<file path="config.mk">
export PLATFORM = sky130hd
export DESIGN_NAME = obstacle_scroller_flat
export DESIGN_NICKNAME = d
export VERILOG_FILES = /design/src/rtl/obstacle_scroller_pkg.sv /design/src/rtl/obstacle_scroller_if.sv /design/src/rtl/obstacle_scroller_scroll_tick_gen.sv /design/src/rtl/obstacle_scroller.sv /design/src/flat_wrapper.sv
export SDC_FILE = /design/constraint.sdc
export NUM_CORES = 1
export LEC_CHECK = 0
export ABC_AREA = 0
export BUFFER_PORTS_ARGS = -buffer_cell sky130_fd_sc_hd__buf_2
export CORE_MARGIN = 2
export CORE_UTILIZATION = 60
export CTS_BUF_LIST = sky130_fd_sc_hd__clkbuf_2 sky130_fd_sc_hd__clkbuf_4 sky130_fd_sc_hd__clkbuf_8
export CTS_CLUSTER_DIAMETER = 100
export CTS_CLUSTER_SIZE = 12
export DETAILED_ROUTE_END_ITERATION = 12
export PLACE_DENSITY = 0.81
export SETUP_SLACK_MARGIN = 0.5
export SLEW_MARGIN = 30
export SYNTH_ARGS = -nofsm -noshare
export SYNTH_HDL_FRONTEND = slang
export SYNTH_SLANG_ARGS = --single-unit
</file>
<file path="constraint.sdc">
create_clock -name clk -period 10.5 [get_ports clk]
set_clock_uncertainty 0.1 [all_clocks]
set_input_delay 1.05 -clock clk [delete_from_list [all_inputs] [get_ports clk]]
set_output_delay 1.05 -clock clk [all_outputs]
set_load 0.02 [all_outputs]
</file>
<file path="src/rtl/obstacle_scroller_pkg.sv">
// Shared types and constants for the obstacle scroller engine.
package obstacle_scroller_pkg;

    localparam int unsigned SEG_W   = 7;
    localparam int unsigned WL_W    = 2;
    localparam int unsigned SCORE_W = 8;
    localparam int unsigned TIPO_W  = 4;
    localparam int unsigned LFSR_W  = 8;

    localparam logic [WL_W-1:0] WL_NONE = 2'b00;
    localparam logic [WL_W-1:0] WL_WIN  = 2'b01;
    localparam logic [WL_W-1:0] WL_LOSE = 2'b10;

    localparam logic [LFSR_W-1:0] LFSR_SEED = 8'hA5;

    typedef enum logic [1:0] {
        ST_IDLE,
        ST_PLAY,
        ST_WIN,
        ST_LOSE
    } state_t;

    // Maximal-length 8-bit Fibonacci LFSR, taps 8,6,5,4; a nonzero seed never reaches zero.
    function automatic logic [LFSR_W-1:0] lfsr_next(input logic [LFSR_W-1:0] v);
        return {v[6:0], v[7] ^ v[5] ^ v[4] ^ v[3]};
    endfunction

endpackage

</file>
<file path="src/rtl/obstacle_scroller_if.sv">
// Game-side bus of the obstacle scroller: control in, ROM/hero in, lane and status out.
interface obstacle_scroller_if #(
    parameter int unsigned N_POS = 3
);
    import obstacle_scroller_pkg::*;

    logic                     start;
    logic                     abort;
    logic [SEG_W-1:0]         heroe;
    logic [SEG_W-1:0]         obstaculo;
    logic [TIPO_W-1:0]        tipo_obs;
    logic [SEG_W*N_POS-1:0]   display_obs;
    logic                     clk_obstaculos;
    logic [WL_W-1:0]          W_or_L;
    logic [SCORE_W-1:0]       score;
    logic                     busy;

    modport master (
        output start, abort, heroe, obstaculo,
        input  tipo_obs, display_obs, clk_obstaculos, W_or_L, score, busy
    );

    modport slave (
        input  start, abort, heroe, obstaculo,
        output tipo_obs, display_obs, clk_obstaculos, W_or_L, score, busy
    );

endinterface

</file>
<file path="src/rtl/obstacle_scroller_scroll_tick_gen.sv">
// Scroll period counter with clamped speed-up; flags the wrap cycle and emits a registered tick.
module scroll_tick_gen #(
    parameter int unsigned TICK_DIV   = 25_000_000,
    parameter int unsigned MIN_DIV    = 5_000_000,
    parameter int unsigned SPEED_STEP = 2_000_000
) (
    input  logic clk,
    input  logic rst_n,
    input  logic run,
    input  logic clear,
    input  logic speed_up,
    output logic wrap_c,
    output logic tick
);

    localparam int unsigned CNT_W    = $clog2(TICK_DIV + 1);
    localparam int unsigned CLAMP_AT = MIN_DIV + SPEED_STEP;

    logic [CNT_W-1:0] cnt_q;
    logic [CNT_W-1:0] period_q;
    logic [CNT_W-1:0] period_d;

    // >= rather than == so a shortened period never lets the counter run past its new end.
    assign wrap_c = run && !clear && (cnt_q >= period_q - CNT_W'(1));

    // Compare before subtracting so the period cannot underflow below MIN_DIV.
    always_comb begin
        period_d = period_q;
        if (32'(period_q) >= CLAMP_AT) begin
            period_d = period_q - CNT_W'(SPEED_STEP);
        end else begin
            period_d = CNT_W'(MIN_DIV);
        end
    end

    always_ff @(posedge clk or negedge rst_n) begin
        if (!rst_n) begin
            cnt_q    <= '0;
            period_q <= CNT_W'(TICK_DIV);
            tick     <= 1'b0;
        end else begin
            tick <= 1'b0;
            if (clear) begin
                cnt_q    <= '0;
                period_q <= CNT_W'(TICK_DIV);
            end else begin
                if (speed_up) begin
                    period_q <= period_d;
                end
                if (wrap_c) begin
                    cnt_q <= '0;
                    tick  <= 1'b1;
                end else if (run) begin
                    cnt_q <= cnt_q + CNT_W'(1);
                end
            end
        end
    end

endmodule

</file>
<file path="src/rtl/obstacle_scroller.sv">
// Obstacle lane engine: scrolls ROM obstacles toward the hero, scores passes, detects hits,
// speeds up and declares win/loss.
module obstacle_scroller
    import obstacle_scroller_pkg::*;
#(
    parameter int unsigned N_POS       = 3,
    parameter int unsigned TICK_DIV    = 25_000_000,
    parameter int unsigned MIN_DIV     = 5_000_000,
    parameter int unsigned SPEED_STEP  = 2_000_000,
    parameter int unsigned SPEED_EVERY = 4,
    parameter int unsigned WIN_COUNT   = 16,
    parameter int unsigned MIN_GAP     = 1
) (
    input  logic                 clk,
    input  logic                 rst_n,
    obstacle_scroller_if.slave   bus
);

    localparam int unsigned GAP_W = $clog2(MIN_GAP + 2);

    state_t                         state_q;
    state_t                         state_d;
    logic [N_POS-1:0][SEG_W-1:0]    lane_q;
    logic [SCORE_W-1:0]             score_q;
    logic [WL_W-1:0]                wl_q;
    logic                           busy_q;
    logic [LFSR_W-1:0]              lfsr_q;
    logic [TIPO_W-1:0]              tipo_q;
    logic [GAP_W-1:0]               gap_q;

    logic                           wrap_c;
    logic                           tick_q;
    logic                           clear_c;
    logic                           tick_ok_c;
    logic                           speed_up_c;
    logic                           hit_c;
    logic                           pass_c;
    logic                           win_c;
    logic                           insert_c;
    logic [SCORE_W-1:0]             score_inc_c;

    scroll_tick_gen #(
        .TICK_DIV   (TICK_DIV),
        .MIN_DIV    (MIN_DIV),
        .SPEED_STEP (SPEED_STEP)
    ) u_tick (
        .clk      (clk),
        .rst_n    (rst_n),
        .run      (state_q == ST_PLAY),
        .clear    (clear_c),
        .speed_up (speed_up_c),
        .wrap_c   (wrap_c),
        .tick     (tick_q)
    );

    // Tick decisions all look at the lane as it stands before the scroll.
    assign hit_c       = |(lane_q[0] & bus.heroe);
    assign pass_c      = |lane_q[0];
    assign score_inc_c = score_q + SCORE_W'(1);
    assign win_c       = pass_c && (score_inc_c == SCORE_W'(WIN_COUNT));
    assign insert_c    = lfsr_q[0] && (gap_q >= GAP_W'(MIN_GAP));

    always_ff @(posedge clk or negedge rst_n) begin
        if (!rst_n) begin
            state_q <= ST_IDLE;
        end else begin
            state_q <= state_d;
        end
    end

    // Abort beats start; start restarts from any state; a hit outranks a win.
    always_comb begin
        state_d    = state_q;
        clear_c    = 1'b0;
        tick_ok_c  = 1'b0;
        speed_up_c = 1'b0;
        if (bus.abort) begin
            state_d = ST_IDLE;
            clear_c = 1'b1;
        end else if (bus.start) begin
            state_d = ST_PLAY;
            clear_c = 1'b1;
        end else if (wrap_c) begin
            tick_ok_c = 1'b1;
            if (hit_c) begin
                state_d = ST_LOSE;
            end else begin
                speed_up_c = pass_c && ((32'(score_inc_c) % SPEED_EVERY) == 32'd0);
                if (win_c) begin
                    state_d = ST_WIN;
                end
            end
        end
    end

    always_ff @(posedge clk or negedge rst_n) begin
        if (!rst_n) begin
            lane_q  <= '0;
            score_q <= '0;
            wl_q    <= WL_NONE;
            busy_q  <= 1'b0;
            lfsr_q  <= LFSR_SEED;
            tipo_q  <= '0;
            gap_q   <= GAP_W'(MIN_GAP);
        end else begin
            busy_q <= (state_d == ST_PLAY);
            if (clear_c) begin
                lane_q  <= '0;
                score_q <= '0;
                wl_q    <= WL_NONE;
                gap_q   <= GAP_W'(MIN_GAP);
            end else if (tick_ok_c) begin
                lfsr_q <= lfsr_next(lfsr_q);
                tipo_q <= lfsr_q[LFSR_W-1:LFSR_W-TIPO_W];
                if (hit_c) begin
                    wl_q <= WL_LOSE;
                end else begin
                    if (pass_c) begin
                        score_q <= score_inc_c;
                    end
                    if (win_c) begin
                        wl_q <= WL_WIN;
                    end else begin
                        for (int i = 0; i < int'(N_POS) - 1; i++) begin
                            lane_q[i] <= lane_q[i+1];
                        end
                        lane_q[N_POS-1] <= insert_c ? bus.obstaculo : '0;
                        if (insert_c) begin
                            gap_q <= '0;
                        end else if (gap_q < GAP_W'(MIN_GAP)) begin
                            gap_q <= gap_q + GAP_W'(1);
                        end
                    end
                end
            end
        end
    end

    assign bus.display_obs    = lane_q;
    assign bus.tipo_obs       = tipo_q;
    assign bus.clk_obstaculos = tick_q;
    assign bus.W_or_L         = wl_q;
    assign bus.score          = score_q;
    assign bus.busy           = busy_q;

endmodule
</file>
<file path="src/flat_wrapper.sv">
// flat-port wrapper written by rule: the top's interface ports become plain ports
module obstacle_scroller_flat import obstacle_scroller_pkg::*;
#(
    parameter int unsigned N_POS       = 3,
    parameter int unsigned TICK_DIV    = 25_000_000,
    parameter int unsigned MIN_DIV     = 5_000_000,
    parameter int unsigned SPEED_STEP  = 2_000_000,
    parameter int unsigned SPEED_EVERY = 4,
    parameter int unsigned WIN_COUNT   = 16,
    parameter int unsigned MIN_GAP     = 1
)
  (clk, rst_n, bus_start, bus_abort, bus_heroe, bus_obstaculo, bus_tipo_obs, bus_display_obs, bus_clk_obstaculos, bus_W_or_L, bus_score, bus_busy);
  obstacle_scroller_if #(.N_POS(N_POS)) bus_i ();
  input  logic clk;
  input  logic rst_n;
  input wire logic [$bits(bus_i.start)-1:0] bus_start;
  input wire logic [$bits(bus_i.abort)-1:0] bus_abort;
  input wire logic [$bits(bus_i.heroe)-1:0] bus_heroe;
  input wire logic [$bits(bus_i.obstaculo)-1:0] bus_obstaculo;
  output wire logic [$bits(bus_i.tipo_obs)-1:0] bus_tipo_obs;
  output wire logic [$bits(bus_i.display_obs)-1:0] bus_display_obs;
  output wire logic [$bits(bus_i.clk_obstaculos)-1:0] bus_clk_obstaculos;
  output wire logic [$bits(bus_i.W_or_L)-1:0] bus_W_or_L;
  output wire logic [$bits(bus_i.score)-1:0] bus_score;
  output wire logic [$bits(bus_i.busy)-1:0] bus_busy;
  assign bus_i.start = bus_start;
  assign bus_i.abort = bus_abort;
  assign bus_i.heroe = bus_heroe;
  assign bus_i.obstaculo = bus_obstaculo;
  assign bus_tipo_obs = bus_i.tipo_obs;
  assign bus_display_obs = bus_i.display_obs;
  assign bus_clk_obstaculos = bus_i.clk_obstaculos;
  assign bus_W_or_L = bus_i.W_or_L;
  assign bus_score = bus_i.score;
  assign bus_busy = bus_i.busy;
  obstacle_scroller #(.N_POS(N_POS), .TICK_DIV(TICK_DIV), .MIN_DIV(MIN_DIV), .SPEED_STEP(SPEED_STEP), .SPEED_EVERY(SPEED_EVERY), .WIN_COUNT(WIN_COUNT), .MIN_GAP(MIN_GAP)) u_core (.clk(clk), .rst_n(rst_n), .bus(bus_i));
endmodule
</file>
* Yosys cells after proc, flatten, opt, wreduce, memory -nomap -nowiden
Index checks and enable logic that the tools add are counted.
Word-level totals: flip-flop bits (word level) 99, bits in latches 0, memory bits (writable) 0, memory bits (read-only) 0, bits of input ports 18, output and inout port bits 37, word-level logic and storage cells 92, memories kept 0
Operators by class: add/sub/neg operators 5, multiply operators 0, divide/modulo/power cells 0, order comparisons 4, eq/ne operators 5, shift-type cells 0, multiplexer cells 40, bitwise gates (word level) 5, reduce and logical (&&, ||, !) cells 20
Operators with widths (number):
- 2-to-1 mux 25 bit | 6
- 2-to-1 mux 21 bit | 4
- zero test 32 bit | 1
- 2-to-1 mux 8 bit | 4
- 2-to-1 mux 2 bit | 15
- adder 25 x 1 -> 25 bit (second input constant) | 1
- >= comparator 25 x 23 -> 1 bit (second input constant) | 1
- >= comparator 25 bit | 1
- subtractor 25 x 1 -> 25 bit (second input constant) | 1
- subtractor 25 x 21 -> 25 bit (second input constant) | 1
- OR reduction 7 bit | 2
- 2-to-1 mux 1 bit | 10
- nonzero test 3 bit | 3
- adder 8 x 1 -> 8 bit (second input constant) | 1
- equality test 8 x 5 -> 1 bit (second input constant) | 1
- AND 7 bit | 1
- 2-to-1 mux 7 bit | 1
- AND reduction 3 bit | 2
- nonzero test 2 bit | 3
- logical AND 1 bit | 5
- equality test 2 x 1 -> 1 bit (second input constant) | 2
- != test 2 bit (second input constant) | 2
- AND reduction 2 bit | 2
- AND reduction 4 bit | 1
- 6 further kinds | 8

* Longest topological paths before layout
Gate-level depths: netlist (run 1).
depth in word-level cells 10, mapped depth 18, mapped depth without buffers 17

* Hierarchy
A second synthesis (run 1) with hierarchy kept.
Second synthesis, totals: cell total of the unflattened synthesis 622, area, all modules 5659.2 µm²
Modules (own cells, without submodules):
- scroll_tick_gen | instances 1, cells each 396, area an instance 3364.5 µm², seq. area each 1141.1 µm²
- obstacle_scroller | instances 1, cells each 226, area an instance 2294.7 µm², seq. area each 1182.4 µm²

* Worst setup path after synthesis (run 1)
No wires, ideal clock.
path type register to register, start register u_core.u_tick.period_q[8], end register u_core.u_tick.cnt_q[23], library setup time 82 ps, arrival 3956 ps, data required time 10318 ps, setup slack 6362 ps, cell stages (with the launch flop) 18, path buffers 1, clock period less this slack 4138 ps, path through dfrtp_1 inv_1 ha_1 nor2b_1 nand2_1 nor4_1 nand3_1 nor3_1 xnor2_1 ha_1 and4_1 nand4_1 a2bb2oi_1 o311ai_2 nor2_1 clkbuf_1 a31oi_1 a31oi_1
On the way: cells in the longest elaborated chain, start to end 5, elaborated cells on any way between the ends 6, classes of those cells add/sub (1); order compare (1); mux (2); reduce/logical (2)
Ends and longest elaborated chain:
- start: declaration | RTL line obstacle_scroller_scroll_tick_gen.sv:20 | logic [CNT_W-1:0] period_q;
- start signal: assignment | RTL line obstacle_scroller_scroll_tick_gen.sv:39 | period_q <= CNT_W'(TICK_DIV);
- start signal: assignment | RTL line obstacle_scroller_scroll_tick_gen.sv:45 | period_q <= CNT_W'(TICK_DIV);
- start signal: assignment | RTL line obstacle_scroller_scroll_tick_gen.sv:48 | period_q <= period_d;
- subtractor 25 x 1 -> 25 bit * | RTL line obstacle_scroller_scroll_tick_gen.sv:24 | assign wrap_c = run && !clear && (cnt_q >= period_q - CNT_W'(1));
- >= comparator 25 bit * | RTL line obstacle_scroller_scroll_tick_gen.sv:24
- logical AND 1 bit * | RTL line obstacle_scroller_scroll_tick_gen.sv:24
- 2-to-1 mux 25 bit | RTL line obstacle_scroller_scroll_tick_gen.sv:50 | if (wrap_c) begin
- 2-to-1 mux 25 bit | RTL line obstacle_scroller_scroll_tick_gen.sv:43 | if (clear) begin
- end signal: assignment | RTL line obstacle_scroller_scroll_tick_gen.sv:54 | cnt_q <= cnt_q + CNT_W'(1);
- end: declaration | RTL line obstacle_scroller_scroll_tick_gen.sv:19 | logic [CNT_W-1:0] cnt_q;
Mark *: on every way between the ends. The rest lies on a longest branch, timed or not. A chain may end at the register's enable or synchronous reset.

* Worst setup path after layout (run 1)
start register u_core.u_tick.period_q[8], end register u_core.gap_q[1]
On the way: cells in the longest elaborated chain, start to end 8
Ends and longest elaborated chain:
- subtractor 25 x 1 -> 25 bit | RTL line obstacle_scroller_scroll_tick_gen.sv:24
- >= comparator 25 bit | RTL line obstacle_scroller_scroll_tick_gen.sv:24
- logical AND 1 bit | RTL line obstacle_scroller_scroll_tick_gen.sv:24
- 2-to-1 mux 1 bit | RTL line obstacle_scroller.sv:83 | end else if (wrap_c) begin
- 2-to-1 mux 1 bit | RTL line obstacle_scroller.sv:80 | end else if (bus.start) begin
- 2-to-1 mux 1 bit | RTL line obstacle_scroller.sv:77 | if (bus.abort) begin
- nonzero test 2 bit (no line)
- AND reduction 4 bit (no line)
- end signal: assignment | RTL line obstacle_scroller.sv:104 | gap_q <= GAP_W'(MIN_GAP);
- end signal: assignment | RTL line obstacle_scroller.sv:111 | gap_q <= GAP_W'(MIN_GAP);
- end signal: assignment | RTL line obstacle_scroller.sv:131 | gap_q <= gap_q + GAP_W'(1);
- end: declaration | RTL line obstacle_scroller.sv:29 | logic [GAP_W-1:0] gap_q;
Every way passes these cells.

==> out/metrics.yaml, run 1 <==
status: "complete, no violations"
cts_made_buffers: 9
fmax_ghz: 0.195
numClockSinks: 92
syn_area_mm2: 0.00542
finalMaxSlewViolations: 0
synth_warnings: 0
synth_top_area_share_pct: 34.6
fin_crit_sh_pct: 48.8
grt_max_degree: 61
postCtsSetupRepairBufs: 0
drc_errors: 0
synth_most_common_cell: "nand2_1"
wl_per_cell_um: 16.9
insertion_delay_ns: 0.37
worstSetupPathType: "reg -> reg"
synthesis.nets: 653
async_reset_ff_share_pct: 100
grt_pass1_vias: 4535
worst_pin_slew_ns: 0.937
synth_common_cells: "nand2_1 (101), dfrtp_1 (75), nor2_1 (48)"
setup_tns_ns: 0
cp.required_ns: 10.63
first_iter_violations: 377
start_kind: "flop"
leakage_uw: 0.00284
arrival_ns: 5.26
met3_usage_pct: 5.32
crit_path_end_kind: "flop"
cts_tree: "done"
max-slew-margin-rel_pct: 37.2
vias_per_cell: 6.26
ctsHoldBuffers: 0
drt-pass1-iter-count: 5
busiest_layer: "met2"
synthToLayoutAreaGrowth_pct: 9.58
h-tree-depth: 3
std_cell_rows: 34
fin_crit_ns: 5.13
cp_max_fo: 23
ys_seq_area_share_pct: 42.9
overflow: 0
synth_seq_cells: 92
met2_usage_pct: 42.3
numPortBuffers: 54
cts_root_buf: "clkbuf_8"
cap_violations: 0
cts_resized: 0
fill_cells: 697
grt_pass1_wl_mm: 21.3
synth.area.top_cells: "dfrtp_1 (35%), dfstp_2 (8.2%), nand2_1 (7.0%)"
dpl.hpwl_mm: 9.09
antenna_cells: 0
ys_types: 67
vias: 4758
netlist_instances: 606
syn_area_per_cell_um2: 8.94
route.final.wire_length_mm: 12.9
clkSlewWorstSetupHoldPaths_ns: 0.10
whs_ns: 0.366
synth_largest_area_cell: "dfrtp_1"
synth-edff-count: 0
place.gp.congestion: 0.914
dieHeight_um: 99.0
postRouteAntennaNets: 0
grt_setup_unrepaired: "false"
use_met1_pct: 36.3
die_area_mm2: 0.00981
clockBufferDepth: 2
max-vdd-ir-drop_v: 0.0000693
gr-usage-all-layers_pct: 26.5
hp-class: "reg -> reg"
fp.dieW_um: 99.0
setup-violations-final: 0
start_util_pct: 62.1
hold_viol_final: 0
p_per_area_mw_per_mm2: 106
num_io_pins: 55
synthFlopType: "dfrtp_1"
fin_nets: 694
final_layout_size_suffix_gt1_share_pct: 16.7
antenna_found_initial: 0
coreArea_mm2: 0.00872
==> metal layers <==
metal | up-vias | share of wire (%)
met1 | 2279 | 43
met3 | 31 | 6.3
met5 | - | 0
li1 | 2261 | -
met2 | 187 | 48
met4 | 0 | 2.2
==> worst paths after layout <==
check	startpoint	to	slack, ns	depth (start not counted)
min	u_core.lfsr_q[2]	u_core.lfsr_q[2]	0.37	2
max	u_core.u_tick.period_q[8]	u_core.gap_q[1]	5.37	16
max reg2reg	u_core.u_tick.period_q[8]	u_core.gap_q[1]	5.37	16
min reg2reg	u_core.lfsr_q[2]	u_core.lfsr_q[2]	0.37	2
max in group asynchronous	rst_n	u_core.bus.score[3]	8.71	2
min in group asynchronous	rst_n	u_core.u_tick.cnt_q[16]	0.50	1
==> placed cells by master, fill, tap and decap left out, types with 3 or more instances in the layout <==
master / synthesis / final
buf_4: 2 / 5
dfrtp_1: 75 / 75
nor2b_1: 5 / 5
nand4_1: 17 / 17
ha_1: 29 / 29
a211oi_1: 3 / 3
a21oi_1: 34 / 34
a41oi_1: 4 / 4
nand2_1: 101 / 101
a21o_1: 10 / 10
nand3_1: 47 / 47
inv_1: 11 / 11
a31oi_1: 15 / 15
nor3_1: 8 / 8
mux2i_1: 5 / 5
dfstp_2: 17 / 17
nand2b_1: 6 / 6
nor2_1: 48 / 46
nor2_2: 1 / 3
or4_1: 5 / 5
and3_1: 13 / 13
and4_1: 4 / 4
o21ai_0: 23 / 23
xnor2_1: 17 / 17
nor4_1: 6 / 6
clkbuf_8: 0 / 9
buf_2: 3 / 53
clkinvlp_4: 0 / 3
or2_2: 3 / 3
or3_1: 5 / 5
xor2_1: 19 / 19
==> cell type report <==
type                    instances  area [um^2]  share of cell area [%]
clock buffers                  10          131                    2.21
multi-input cells             473         2920                    49.1
clock inverters                 6         70.1                    1.18
repair buffers                 59          314                    5.29
inverters                      12         45.0                   0.759
well taps                     108          135                    2.28
flip-flops and latches         92         2320                    39.1
==> worst max-delay path, stage by stage, from the launching register on <==
cell	delay, ns
dfrtp_1	0.47
inv_1	0.14
ha_1	0.22
nor2b_1	0.29
nand2_1	0.14
nor4_1	0.51
nand3_1	0.21
nor3_1	0.23
xnor2_1	0.10
ha_1	0.29
and4_1	0.22
nand4_1	0.19
o311ai_2	0.31
buf_4	0.28
nand4b_1	0.77
o21ai_0	0.42
a21oi_1	0.10
==> report_power, final <==
part | leakage, uW | total [uW] | switching (uW) | internal, uW
clock network | 0.0000929 | 247 | 133 | 114
logic | 0.00152 | 23.6 | 18.5 | 5.11
registers | 0.00122 | 356 | 0.700 | 355
total | 0.00284 | 627 | 152 | 475
==> registers in the layout, indices dropped and copies added (netlist names) <==
signal / cells
u_core.bus.W_or_L: 2
u_core.bus.busy: 1
u_core.bus.display_obs: 21
u_core.state_q: 2
u_core.bus.score: 8
u_core.u_tick.period_q: 19
u_core.u_tick.tick: 1
u_core.bus.tipo_obs: 4
u_core.gap_q: 2
u_core.u_tick.cnt_q: 25
u_core.lfsr_q: 7
==> cell families after synthesis <==
| logic type | share of synthesized area, % |
|---|---|
| AO/OA/AOI/OAI | 14.6 |
| XOR/XNOR | 5.82 |
| adder cells (fa/ha/maj) | 6.70 |
| buffers and inverters | 3.35 |
| flip-flops | 42.9 |
| multiplexers | 1.13 |
| AND/OR/NAND/NOR | 25.5 |
==> per-stage QoR <==
| stage | area, um^2 | instances | setup slack, ns | power [uW] | util (%) |
|---|---|---|---|---|---|
| 6_report | 5940 | 760 | 5.37 | 627 | 68.1 |
| 5_1_grt | 5940 | 760 | 5.00 | 647 | 68.1 |
| 4_1_cts | 5930 | 760 | 5.46 | 631 | 68.0 |
| 3_5_place_dp | 5730 | 744 | 5.48 | 386 | 65.7 |
| 3_3_place_gp | 5720 | 743 | 5.78 | 386 | 65.6 |
| 2_1_floorplan | 5420 | 606 | 6.36 | 372 | - |
(Power assumes the default switching activity.)
==> run 2, diff against run 1 <==
--- a/config.mk
+++ b/config.mk
@@ -8,12 +8,12 @@
 export ABC_AREA = 0
 export BUFFER_PORTS_ARGS = -buffer_cell sky130_fd_sc_hd__buf_2
 export CORE_MARGIN = 2
-export CORE_UTILIZATION = 60
+export CORE_UTILIZATION = 56
 export CTS_BUF_LIST = sky130_fd_sc_hd__clkbuf_2 sky130_fd_sc_hd__clkbuf_4 sky130_fd_sc_hd__clkbuf_8
 export CTS_CLUSTER_DIAMETER = 100
 export CTS_CLUSTER_SIZE = 12
 export DETAILED_ROUTE_END_ITERATION = 12
-export PLACE_DENSITY = 0.81
+export PLACE_DENSITY = 0.79
 export SETUP_SLACK_MARGIN = 0.5
 export SLEW_MARGIN = 30
 export SYNTH_ARGS = -nofsm -noshare
==> constraint.sdc (replaced) <==
create_clock -name clk -period 4.4 [get_ports clk]
set_clock_uncertainty 0.1 [all_clocks]
set_input_delay 0.44 -clock clk [delete_from_list [all_inputs] [get_ports clk]]
set_output_delay 0.44 -clock clk [all_outputs]
set_load 0.02 [all_outputs]
==> out/metrics.yaml, run 2 (synthesis results as in run 1) <==
hold_viol_final: 0
fmax_ghz: 0.253
dieHeight_um: 102
insertion_delay_ns: 0.37
cp_max_fo: 8
layout_common_cells: "nand2_1 (97), dfrtp_1 (72), buf_2 (54)"
max-slew-margin-rel_pct: 43.7
cts_tree: "done"
finalMaxSlewViolations: 0
leakage_uw: 0.00315
layout_commonest_cell: "nand2_1"
std_cell_rows: 35
first_iter_violations: 282
vias: 5047
status: "complete, no violations"
cp.required_ns: 4.59
final_layout_size_suffix_gt1_share_pct: 25.8
synthToLayoutAreaGrowth_pct: 20.3
largest_register_ffs: 25
vias_per_cell: 6.17
hp-class: "in -> async"
coreArea_mm2: 0.00933
grt_setup_unrepaired: "true"
start_util_pct: 58.1
drc_errors: 0
overflow: 0
crit_path_end_kind: "flop"
start_kind: "flop"
layout.cells.non_filler: 818
dp.cells: 773
cpMaxStageDelayCell: "dfrtp_2"
cap_violations: 0
max_stage_delay_ns: 0.44
path_cells: "inv_2 -> ha_4 -> nor2b_4 -> nand2_4 -> nor4_4 -> nand3_2 -> buf_6 -> xor2_1 -> ha_1 -> and4_4 -> nand4_1 -> buf_6 -> o311a_4 -> nor4b_4 -> buf_4 -> buf_6 -> nand3_1 -> a21oi_1"
worstSetupPathType: "reg -> reg"
setup-violations-final: 0
arrival_ns: 4.14
place.gp.congestion: 0.882
fin_nets: 731
fp.dieW_um: 102
die_area_mm2: 0.0105
ctsHoldBuffers: 0
route.final.wire_length_mm: 14.4
grt_pass1_vias: 4601
fin_crit_ns: 3.95
numPortBuffers: 54
max-vdd-ir-drop_v: 0.000188
fill_cells: 706
top_register: "u_core.u_tick.cnt_q"
postRouteAntennaNets: 0
h-tree-depth: 3
dpl.hpwl_mm: 9.20
p_per_area_mw_per_mm2: 227
setup_tns_ns: 0
cts_root_buf: "clkbuf_8"
clkSlewWorstSetupHoldPaths_ns: 0.10
worst_path_most_repeated_cell: "buf_6"
fin_crit_sh_pct: 89.8
cts_made_buffers: 9
num_io_pins: 55
wl_per_cell_um: 17.6
clockBufferDepth: 2
antenna_cells: 0
grt_pass1_wl_mm: 22.2
grt_max_degree: 61
drt-pass1-iter-count: 5
antenna_found_initial: 0
worst_pin_slew_ns: 0.844
numClockSinks: 92
gr-usage-all-layers_pct: 26.9
-- run 2: changes by cell type in the layout (fill, tap and decap cells not counted), sizes merged --
| cell | previous run | this run |
|---|---|---|
| buf | 59 | 94 |
| bufinv | 1 | 0 |
| clkbuf | 10 | 11 |
| clkinv | 0 | 3 |
| clkinvlp | 3 | 1 |
| nor3 | 9 | 10 |
-- run 2: layer usage --
layer  vias to the layer above  part of all wire (%)  wire (um)  global-route usage (%)
li1                       2334                     -          -                       -
met2                       210                    49       7090                    43.8
met4                         0                   2.5        358                    11.1
met3                        25                   6.0        865                    3.90
met5                         -                     0          0                       0
met1                      2478                    42       6120                    36.4
-- run 2: metrics by stage --
step	cell area (um^2)	util [%]	power, uW	hold slack, ns	worst slack [ns]
2_1_floorplan	5430	-	887	0.0444	0.515
3_3_place_gp	5820	62.4	922	0.348	0.285
3_5_place_dp	5820	62.4	923	0.350	0.0656
4_1_cts	6110	65.5	1490	0.0452	0.501
5_1_grt	6520	69.9	1530	0.0951	0.308
6_report	6520	69.9	1480	0.0306	0.448
-- run 2: critical path: cells and delay by family (launching register included) --
kind,cells,cell delay (ns)
flops,1,0.44
compound gates,2,0.56
buf+inv,5,0.73
xor+xnor,1,0.17
fa+ha+maj,2,0.47
simple gates,8,1.42
-- run 2: report_power, final --
group,internal [uW],switching (uW),total [uW]
sequential,847,1.73,849
clock,233,340,573
combinational,14.7,45.3,60.0
total,1100,387,1480
-- run 2: worst paths after layout --
path	start	to	slack (ns)	cells past startpoint
max	u_core.u_tick.period_q[7]	u_core.gap_q[1]	0.45	18
min	rst_n	u_core.u_tick.cnt_q[19]	0.03	1
max reg2reg	u_core.u_tick.period_q[7]	u_core.gap_q[1]	0.45	18
min reg2reg	u_core.lfsr_q[2]	u_core.lfsr_q[2]	0.37	2
max in group asynchronous	rst_n	u_core.u_tick.period_q[6]	3.21	2
min in group clk	bus_obstaculo[1]	u_core.bus.display_obs[15]	0.18	3
-- run 2: repair_timing --
item / CTS / global route
setup buffers: 1 / 22
setup endpoints to repair: 78 / 89
cloned: 1 / 5
pin swaps: 6 / 28
resized for setup: 16 / 51
-- run 2: area by class of cell --
type | count | area, um^2 | share of cell area [%]
multi-input combinational | 474 | 3150 | 48.3
sequential | 92 | 2330 | 35.7
timing repair buffer | 95 | 633 | 9.71
tap | 129 | 161 | 2.48
clock buffer | 10 | 138 | 2.11
clock inverter | 6 | 56.3 | 0.864
inverter | 12 | 52.6 | 0.806
==> run 3, diff against run 2 <==
==> constraint.sdc (replaced) <==
create_clock -name clk -period 3.5 [get_ports clk]
set_clock_uncertainty 0.1 [all_clocks]
set_input_delay 0.35 -clock clk [delete_from_list [all_inputs] [get_ports clk]]
set_output_delay 0.35 -clock clk [all_outputs]
set_load 0.02 [all_outputs]
==> out/metrics.yaml, run 3 (synthesis results as in run 1) <==
status: "complete, but fails checks"
failed_checks: "negative setup slack"
grt_max_degree: 88
num_io_pins: 55
setup-violations-final: 88
finalMaxSlewViolations: 0
fin_area_mm2: 0.00740
fp.dieW_um: 102
synthToLayoutAreaGrowth_pct: 36.6
cts_tree: "done"
antenna_found_initial: 0
busiest_layer: "met2"
regArea_mm2: 0.00232
clkSlewWorstSetupHoldPaths_ns: 0.10
numClockSinks: 92
cp.required_ns: 3.64
place.gp.congestion: 0.935
met2_usage_pct: 54.2
die_area_mm2: 0.0105
cts_made_buffers: 9
arrival_ns: 3.95
postRouteAntennaNets: 0
hp-class: "in -> reg"
h-tree-depth: 3
wl_per_cell_um: 19.2
final_layout_size_suffix_gt1_share_pct: 38.3
dieHeight_um: 102
p_per_area_mw_per_mm2: 272
layout_commonest_cell: "nand2_1"
fin_crit_ns: 3.81
start_util_pct: 58.1
start_kind: "flop"
std_cell_rows: 35
clockBufferDepth: 2
dpl.hpwl_mm: 10.1
first_iter_violations: 407
fill_cells: 542
insertion_delay_ns: 0.38
top_register: "u_core.u_tick.cnt_q"
hold_viol_final: 0
vias_per_cell: 6.24
met3_usage_pct: 5.27
fin_crit_sh_pct: 109
max-slew-margin-rel_pct: 44.7
fin_ws_ns: -0.306
finalPower_uw: 2010
leakage_uw: 0.00352
numPortBuffers: 54
vias: 5444
drc_errors: 0
cp_max_fo: 6
antenna_cells: 0
grt_pass1_vias: 5288
utilization_pct: 79.3
multi_input_comb_area_mm2: 0.00347
use_met1_pct: 39.6
gr-usage-all-layers_pct: 31.5
route.final.wire_length_mm: 16.8
grt_setup_unrepaired: "true"
grt_pass1_wl_mm: 25.8
worstSetupPathType: "reg -> reg"
max-vdd-ir-drop_v: 0.000287
largest_register_ffs: 25
worst_pin_slew_ns: 0.827
cts_root_buf: "clkbuf_8"
crit_path_end_kind: "flop"
dpl-instance-area_mm2: 0.00637
drt-pass1-iter-count: 5
fin_nets: 786
cap_violations: 0
fmax_ghz: 0.263
layout_common_cells: "nand2_1 (92), dfrtp_1 (75), buf_4 (66)"
coreArea_mm2: 0.00933
overflow: 0
## run 3: cell types whose count changed in the layout (fill, tap and decap cells not counted), moves of 5 or more
cell,change
a21oi_1,-11
a21oi_2,+11
buf_4,+35
buf_6,+17
nand2_1,-5
nand3_1,-6
nand3_2,+6
nor2_1,-7
o21ai_0,-15
o21ai_2,+10
## run 3: final cells by class
type | count | area share, %
clock buffer | 10 | 1.78
clock inverter | 6 | 1.30
inverter | 12 | 0.643
multi-input combinational | 474 | 47.0
sequential | 92 | 31.4
tap | 129 | 2.18
timing repair buffer | 150 | 15.7
## run 3: power by group
group          internal [uW]  switching [uW]
sequential              1070            3.29
combinational           25.1            67.0
clock                    420             430
## run 3: per-stage QoR
stage | hold WS, ns | setup WS, ns | std cells | TNS, ns
detailed placement | 0.364 | -0.348 | 822 | -14.20
CTS | 0.0690 | -0.104 | 865 | -3.64
global placement | 0.348 | -0.281 | 822 | -9.93
finish | 0.0856 | -0.306 | 873 | -17.14
floorplan | -0.0456 | -0.0492 | 606 | -0.162
global route | 0.0845 | -0.395 | 873 | -25.44
## run 3: worst paths after layout
check | endpoint | depth (start not counted) | slack [ns] | startpoint
setup reg to reg | u_core.bus.score[3] | 17 | -0.31 | u_core.u_tick.period_q[7]
hold / removal | u_core.state_q[0] | 2 | 0.09 | bus_abort
hold reg to reg | u_core.lfsr_q[5] | 2 | 0.38 | u_core.lfsr_q[5]
min in group asynchronous | u_core.u_tick.cnt_q[24] | 2 | 0.47 | rst_n
setup / recovery | u_core.bus.score[3] | 17 | -0.31 | u_core.u_tick.period_q[7]
max in group asynchronous | u_core.u_tick.period_q[12] | 3 | 2.10 | rst_n
## run 3: metal layers
layer | up-vias | part of all wire [%]
met2 | 277 | 51
met4 | 0 | 3.1
met3 | 57 | 6.2
met1 | 2671 | 39
li1 | 2439 | -
met5 | - | 0
## run 3: critical path, stage by stage, from the launching register on
cell and delay (ns):
dfrtp_1 0.40, inv_2 0.08, ha_4 0.16, nor2b_4 0.12, buf_4 0.13, buf_4 0.13, xnor2_1 0.12, ha_1 0.27
nand4_1 0.14, or4_1 0.58, o211a_1 0.17, buf_4 0.15, o311ai_4 0.39, buf_6 0.22, buf_6 0.14, nand4_1 0.10
xor2_1 0.21, nor2_1 0.07
## run 3: what timing repair did
item	CTS	global route
pin swaps	39	21
hold buffers	1	0
setup endpoints to repair	92	92
hold endpoints to repair	75	0
resized for setup	78	50
setup buffers	21	8
cloned	5	0
